**src/rtl/uart_pkg.sv**
```systemverilog
`default_nettype none
// ==================================================================
// uart_pkg : shared UART states, line levels and parity helper
// Rev 1.0
// ==================================================================
package uart_pkg;

  typedef enum logic [2:0] {
    IDLE   = 3'd0,
    START  = 3'd1,
    DATA   = 3'd2,
    PARITY = 3'd3,
    STOP   = 3'd4
  } tx_state_e;

  localparam int   DATA_BITS = 8;
  localparam logic LINE_IDLE = 1'b1;
  localparam logic START_LVL = 1'b0;
  localparam logic STOP_LVL  = 1'b1;

  // Even parity: the bit that makes the total count of ones even.
  function automatic logic even_parity(input logic [DATA_BITS-1:0] d);
    return ^d;
  endfunction

endpackage
`default_nettype wire

```
**src/rtl/uart_bit_timer.sv**
```systemverilog
`default_nettype none
// ==================================================================
// uart_bit_timer : bit-period counter producing the bit-end strobe
// Rev 1.0
// ==================================================================
module uart_bit_timer #(
  parameter int CLKS_PER_BIT = 1
) (
  input  logic clk_t,
  input  logic srst,
  input  logic restart,
  output logic bit_end
);

  localparam int            CW     = (CLKS_PER_BIT > 1) ? $clog2(CLKS_PER_BIT) : 1;
  localparam logic [CW-1:0] C_LAST = CW'(CLKS_PER_BIT - 1);

  logic [CW-1:0] r_cnt;

  always_ff @(posedge clk_t or posedge srst) begin
    if (srst) begin
      r_cnt <= '0;
    end else if (restart || bit_end) begin
      r_cnt <= '0;
    end else begin
      r_cnt <= r_cnt + 1'b1;
    end
  end

  assign bit_end = (r_cnt == C_LAST);

endmodule
`default_nettype wire

```
**src/rtl/uart_tx.sv**
```systemverilog
`default_nettype none
// ==================================================================
// uart_tx : UART transmitter with one-entry holding register
// Rev 1.0
// ==================================================================
module uart_tx
  import uart_pkg::*;
#(
  parameter int CLKS_PER_BIT = 1,
  parameter int PARITY_EN    = 1,
  parameter int STOP_BITS    = 1
) (
  input  logic                 clk_t,
  input  logic                 srst,
  input  logic [DATA_BITS-1:0] data_in,
  input  logic                 data_valid,
  output logic                 ready,
  output logic                 tx,
  output logic                 busy,
  output logic                 tx_done
);

  localparam int IDX_W = $clog2(DATA_BITS);

  tx_state_e            r_state;
  tx_state_e            w_state_next;
  logic                 r_hold_full;
  logic [DATA_BITS-1:0] r_hold_data;
  logic [DATA_BITS-1:0] r_shift;
  logic                 r_parity;
  logic [IDX_W-1:0]     r_bit_idx;
  logic                 r_stop_cnt;
  logic                 r_tx;
  logic                 r_tx_done;

  logic w_bit_end;
  logic w_restart;
  logic w_accept;
  logic w_load;
  logic w_frame_end;
  logic w_last_stop;
  logic w_line;

  assign w_accept    = data_valid && !r_hold_full;
  assign w_last_stop = (STOP_BITS < 2) || r_stop_cnt;
  assign w_restart   = (w_state_next != r_state);

  uart_bit_timer #(
    .CLKS_PER_BIT(CLKS_PER_BIT)
  ) u_bit_timer (
    .clk_t  (clk_t),
    .srst   (srst),
    .restart(w_restart),
    .bit_end(w_bit_end)
  );

  always_ff @(posedge clk_t or posedge srst) begin
    if (srst) begin
      r_state <= IDLE;
    end else begin
      r_state <= w_state_next;
    end
  end

  always_comb begin
    w_state_next = r_state;
    w_load       = 1'b0;
    w_frame_end  = 1'b0;
    w_line       = LINE_IDLE;
    case (r_state)
      IDLE: begin
        if (r_hold_full) begin
          w_load       = 1'b1;
          w_state_next = START;
        end
      end
      START: begin
        w_line = START_LVL;
        if (w_bit_end) w_state_next = DATA;
      end
      DATA: begin
        w_line = r_shift[0];
        if (w_bit_end && (r_bit_idx == IDX_W'(DATA_BITS - 1))) begin
          w_state_next = (PARITY_EN != 0) ? PARITY : STOP;
        end
      end
      PARITY: begin
        w_line = r_parity;
        if (w_bit_end) w_state_next = STOP;
      end
      STOP: begin
        w_line = STOP_LVL;
        // A buffered byte chains straight into the next start bit.
        if (w_bit_end && w_last_stop) begin
          w_frame_end = 1'b1;
          if (r_hold_full) begin
            w_load       = 1'b1;
            w_state_next = START;
          end else begin
            w_state_next = IDLE;
          end
        end
      end
      default: w_state_next = IDLE;
    endcase
  end

  always_ff @(posedge clk_t or posedge srst) begin
    if (srst) begin
      r_hold_full <= 1'b0;
      r_hold_data <= '0;
      r_shift     <= '0;
      r_parity    <= 1'b0;
      r_bit_idx   <= '0;
      r_stop_cnt  <= 1'b0;
      r_tx        <= LINE_IDLE;
      r_tx_done   <= 1'b0;
    end else begin
      r_tx      <= w_line;
      r_tx_done <= w_frame_end;

      if (w_accept) begin
        r_hold_full <= 1'b1;
        r_hold_data <= data_in;
      end else if (w_load) begin
        r_hold_full <= 1'b0;
      end

      if (w_load) begin
        r_shift  <= r_hold_data;
        r_parity <= even_parity(r_hold_data);
      end else if ((r_state == DATA) && w_bit_end) begin
        r_shift <= r_shift >> 1;
      end

      if (r_state != DATA) begin
        r_bit_idx <= '0;
      end else if (w_bit_end) begin
        r_bit_idx <= r_bit_idx + 1'b1;
      end

      if (r_state != STOP) begin
        r_stop_cnt <= 1'b0;
      end else if (w_bit_end) begin
        r_stop_cnt <= ~r_stop_cnt;
      end
    end
  end

  assign ready   = !r_hold_full;
  assign tx      = r_tx;
  assign busy    = (r_state != IDLE);
  assign tx_done = r_tx_done;

endmodule
`default_nettype wire
```
**config.mk**
```make
export PLATFORM = sky130hd
export DESIGN_NAME = uart_tx
export DESIGN_NICKNAME = d
export VERILOG_FILES = /design/src/rtl/uart_pkg.sv /design/src/rtl/uart_bit_timer.sv /design/src/rtl/uart_tx.sv
export SDC_FILE = /design/constraint.sdc
export NUM_CORES = 1
export LEC_CHECK = 0
export ABC_AREA = 1
export CAP_MARGIN = 20
export CORE_UTILIZATION = 35
export CTS_CLUSTER_SIZE = 25
export DETAILED_ROUTE_END_ITERATION = 8
export PLACE_DENSITY = 0.54
export SETUP_SLACK_MARGIN = 0.02
export SLEW_MARGIN = 20
export SYNTH_ARGS = -nofsm -noshare
export SYNTH_HDL_FRONTEND = slang
export SYNTH_SLANG_ARGS = --single-unit
```
**constraint.sdc**
```tcl
create_clock -name clk_t -period 1.2 [get_ports clk_t]
set_clock_uncertainty 0.05 [all_clocks]
set_input_delay 0.36 -clock clk_t [delete_from_list [all_inputs] [get_ports clk_t]]
set_output_delay 0.36 -clock clk_t [all_outputs]
set_load 0.01 [all_outputs]
```
==> results.cfg <==
[worst_setup_path]
reg2regPathDepth = 8
r2r_start = r_state[2]
reg2reg_to = r_shift[3]
critical_path_depth = 3
worst-path-buf-inv = 1
cp-end-kind = primary output
cp-start-kind = flop
required_ns = 0.79
rrSetupSlack_ns = -0.15
arrival_ns = 1.00
worstPathMaxFanout = 2
crit_start = r_state[1]
cp_cell_sequence = nor2_2 -> nand2_1 -> buf_2
path_delay_family = flip-flops
worstSetupPathType = flop to primary output
endpoint = busy
max_stage_delay_ns = 0.40
cpMaxStageDelayCell = dfrtp_1

[pwr]
total_leakage_power_nw = 0.9547
p_per_area_nw_per_um2 = 2619
ir_worst_vdd_uv = 957.3

[placement]
gp_congestion = 0.7885
io_buffer_count = 14
dp_cells = 249
dp_hpwl_um = 1964
pre_cts_slack_ns = -0.2311

[floorplan]
io_pins = 15
dieHeight_um = 64.31
initial_core_util_pct = 36.84
die_area_sq_um = 4136
fp.dieW_um = 64.31
rows = 22
core_sq_um = 3689

[sta]
fin_crit_sh_pct = 117.5
whs_ns = 0.3542
rsz0062_at_grt = yes
setup_tns_ns = -1.692
worst_slack_ns = -0.2101
fmax_mhz = 709.2
finalCriticalPeriod_ns = 1.410
finalSetupViolations = 17
drv_slew = 0
finalHoldViolCount = 0

[flow_run]
max_cap_violations = 0

[routing]
vias_per_cell = 4.542
drc = 0
post_drt_wl_per_cell_um = 11.32
vias = 1181
dr.pass1.iters = 4
routed_wl_um = 2944
drt_iter0_drc = 34
postRouteAntennaNets = 0

[synthesis]
syn_area_sq_um = 1359
ys_seq_area_share_pct = 49.82
async_flop_share_pct = 100.0
ys_seq_elements = 27
synth_nets = 185
synth_edf_count = 0
synth_top_flop_cell = dfrtp_1
syn_avg_cell_area_sq_um = 7.900
synth_cells = 172
yosysUniqueCellTypes = 23
ys_warn_count = 0

[cts]
cts_tree = yes
clk_latency_ns = 0.27
cts_max_path_buffers = 2
clk_pin_slew_ns = 0.09
root_buffer = clkbuf_8
cts_buffers = 3
cts.sinks = 27
cts-htree-levels = 1

[finish]
final_layout_size_suffix_gt1_share_pct = 33.96
synthToLayoutAreaGrowth_pct = 41.34
insertedDiodeCount = 0
nets = 226
n_fill_cell = 361
stdcell_count = 260

[global_routing]
grt_overflow = 0
grt_max_degree = 28
grt_pass1_wl_um = 4843
first_global_vias = 1131
grt_use_total_pct = 15.00
antenna_found_initial = 0

[status]
violations = negative setup slack
outcome = finished with violations

[min_path]
hp-class = primary input to asynchronous set/reset pin
worst reg2reg max path: stages, from the launching register on:
cell     delay, ns
dfrtp_1       0.40
inv_2         0.07
buf_6         0.10
nand2_4       0.05
nor2_4        0.15
nand2_4       0.12
nand2_8       0.15
o21ai_2       0.07
o21ai_2       0.13
sequential cells by signal, indices dropped and copies added, names as in the netlist:
signal	flops
r_bit_idx	3
r_hold_data	8
r_hold_full	1
r_parity	1
r_shift	8
r_state	3
tx	1
tx_done	1
u_bit_timer.r_cnt	1
logic make-up after synthesis:
group	synth area share (%)
and+or+nand+nor	28.64
xor gates and xnor gates	0.6447
buffers and inverters	7.459
AOI/OAI and AO/OA	11.33
adders and majority gates	1.841
other	0.2760
DFF	49.82
synthesized netlist by cell type, types with 2 or more instances:
library cell  instances  share of area (%)
nor2_1               18                5.0
nor3_1                2               0.74
nand2_1              52                 14
nand2_2               2               0.92
o21ai_0              10                3.7
ha_1                  2                1.8
o21ai_1               2               0.74
inv_1                20                5.5
dfrtp_1              26                 48
a21oi_1              14                5.2
o21ai_2               2                1.3
nor2_2                2               0.92
inv_2                 2               0.55
nand3_1               8                2.9
nand2_4               2                1.7
metal layers:
metal  vias up  global-route usage (%)  routed length, um
met2        12                   25.92               1557
met3         2                   2.143                 52
li1        617                       -                  -
met1       550                   19.33               1313
met4         0                   4.167                 21
met5         -                       0                  0
metrics by stage:
| step | total power, mW | area [sq um] | util [%] |
|---|---|---|---|
| global placement | 3.751 | 1680 | 45.56 |
| CTS | 4.529 | 1784 | 48.37 |
| detailed placement | 3.800 | 1680 | 45.56 |
| floorplan | 3.065 | 1359 | - |
| global route | 5.496 | 1921 | 52.07 |
| finish | 5.030 | 1921 | 52.07 |
cell usage in the layout, fill, tap and decap left out, types with 2 or more instances in the layout:
| cell | count |
|---|---|
| nand2_1 | 49 |
| buf_6 | 8 |
| clkdlybuf4s50_1 | 10 |
| buf_2 | 2 |
| nand2_8 | 2 |
| nor2_2 | 8 |
| a21oi_2 | 4 |
| clkbuf_8 | 3 |
| nor2_1 | 8 |
| nand3_1 | 8 |
| nor3_1 | 2 |
| inv_2 | 5 |
| nor2_4 | 5 |
| nand2_4 | 3 |
| nand2_2 | 3 |
| o21ai_0 | 2 |
| inv_1 | 16 |
| ha_1 | 2 |
| buf_4 | 16 |
| a21oi_1 | 10 |
| dfrtp_1 | 26 |
| o21ai_1 | 3 |
| o21ai_2 | 9 |
what timing repair did:
item | CTS | global route
hold buffers | 0 | 0
setup buffers | 3 | 5
cloned | 1 | 0
endpoints found under the setup margin | 18 | 29
pin swaps | 2 | 11
gates resized for setup | 37 | 34
area by class of cell:
class	instances	area [sq um]	share of cell area, %
Sequential cell	27	676.9	35.24
Clock buffer	4	45.04	2.345
Multi-Input combinational cell	122	713.2	37.13
Timing Repair Buffer	37	340.3	17.72
Tap cell	48	60.06	3.127
Inverter	22	85.08	4.430
worst min path at each step:
stage                  from        endpoint  cells past startpoint
2_1_floorplan          srst    r_bit_idx[0]                      1
3_3_place_gp   r_bit_idx[2]    r_bit_idx[2]                      2
3_5_place_dp       r_parity        r_parity                      2
4_1_cts                srst  r_hold_data[6]                      3
5_1_grt                srst     r_hold_full                      3
6_report               srst     r_hold_full                      3
report_power, final:
| group | total (mW) | internal, mW | switching, mW |
|---|---|---|---|
| registers | 1.66 | 1.32 | 0.345 |
| clock network | 0.520 | 0.238 | 0.282 |
| logic | 2.85 | 1.30 | 1.54 |
| total | 5.03 | 2.86 | 2.17 |
No activity file was read; power rests on OpenSTA's default activity.
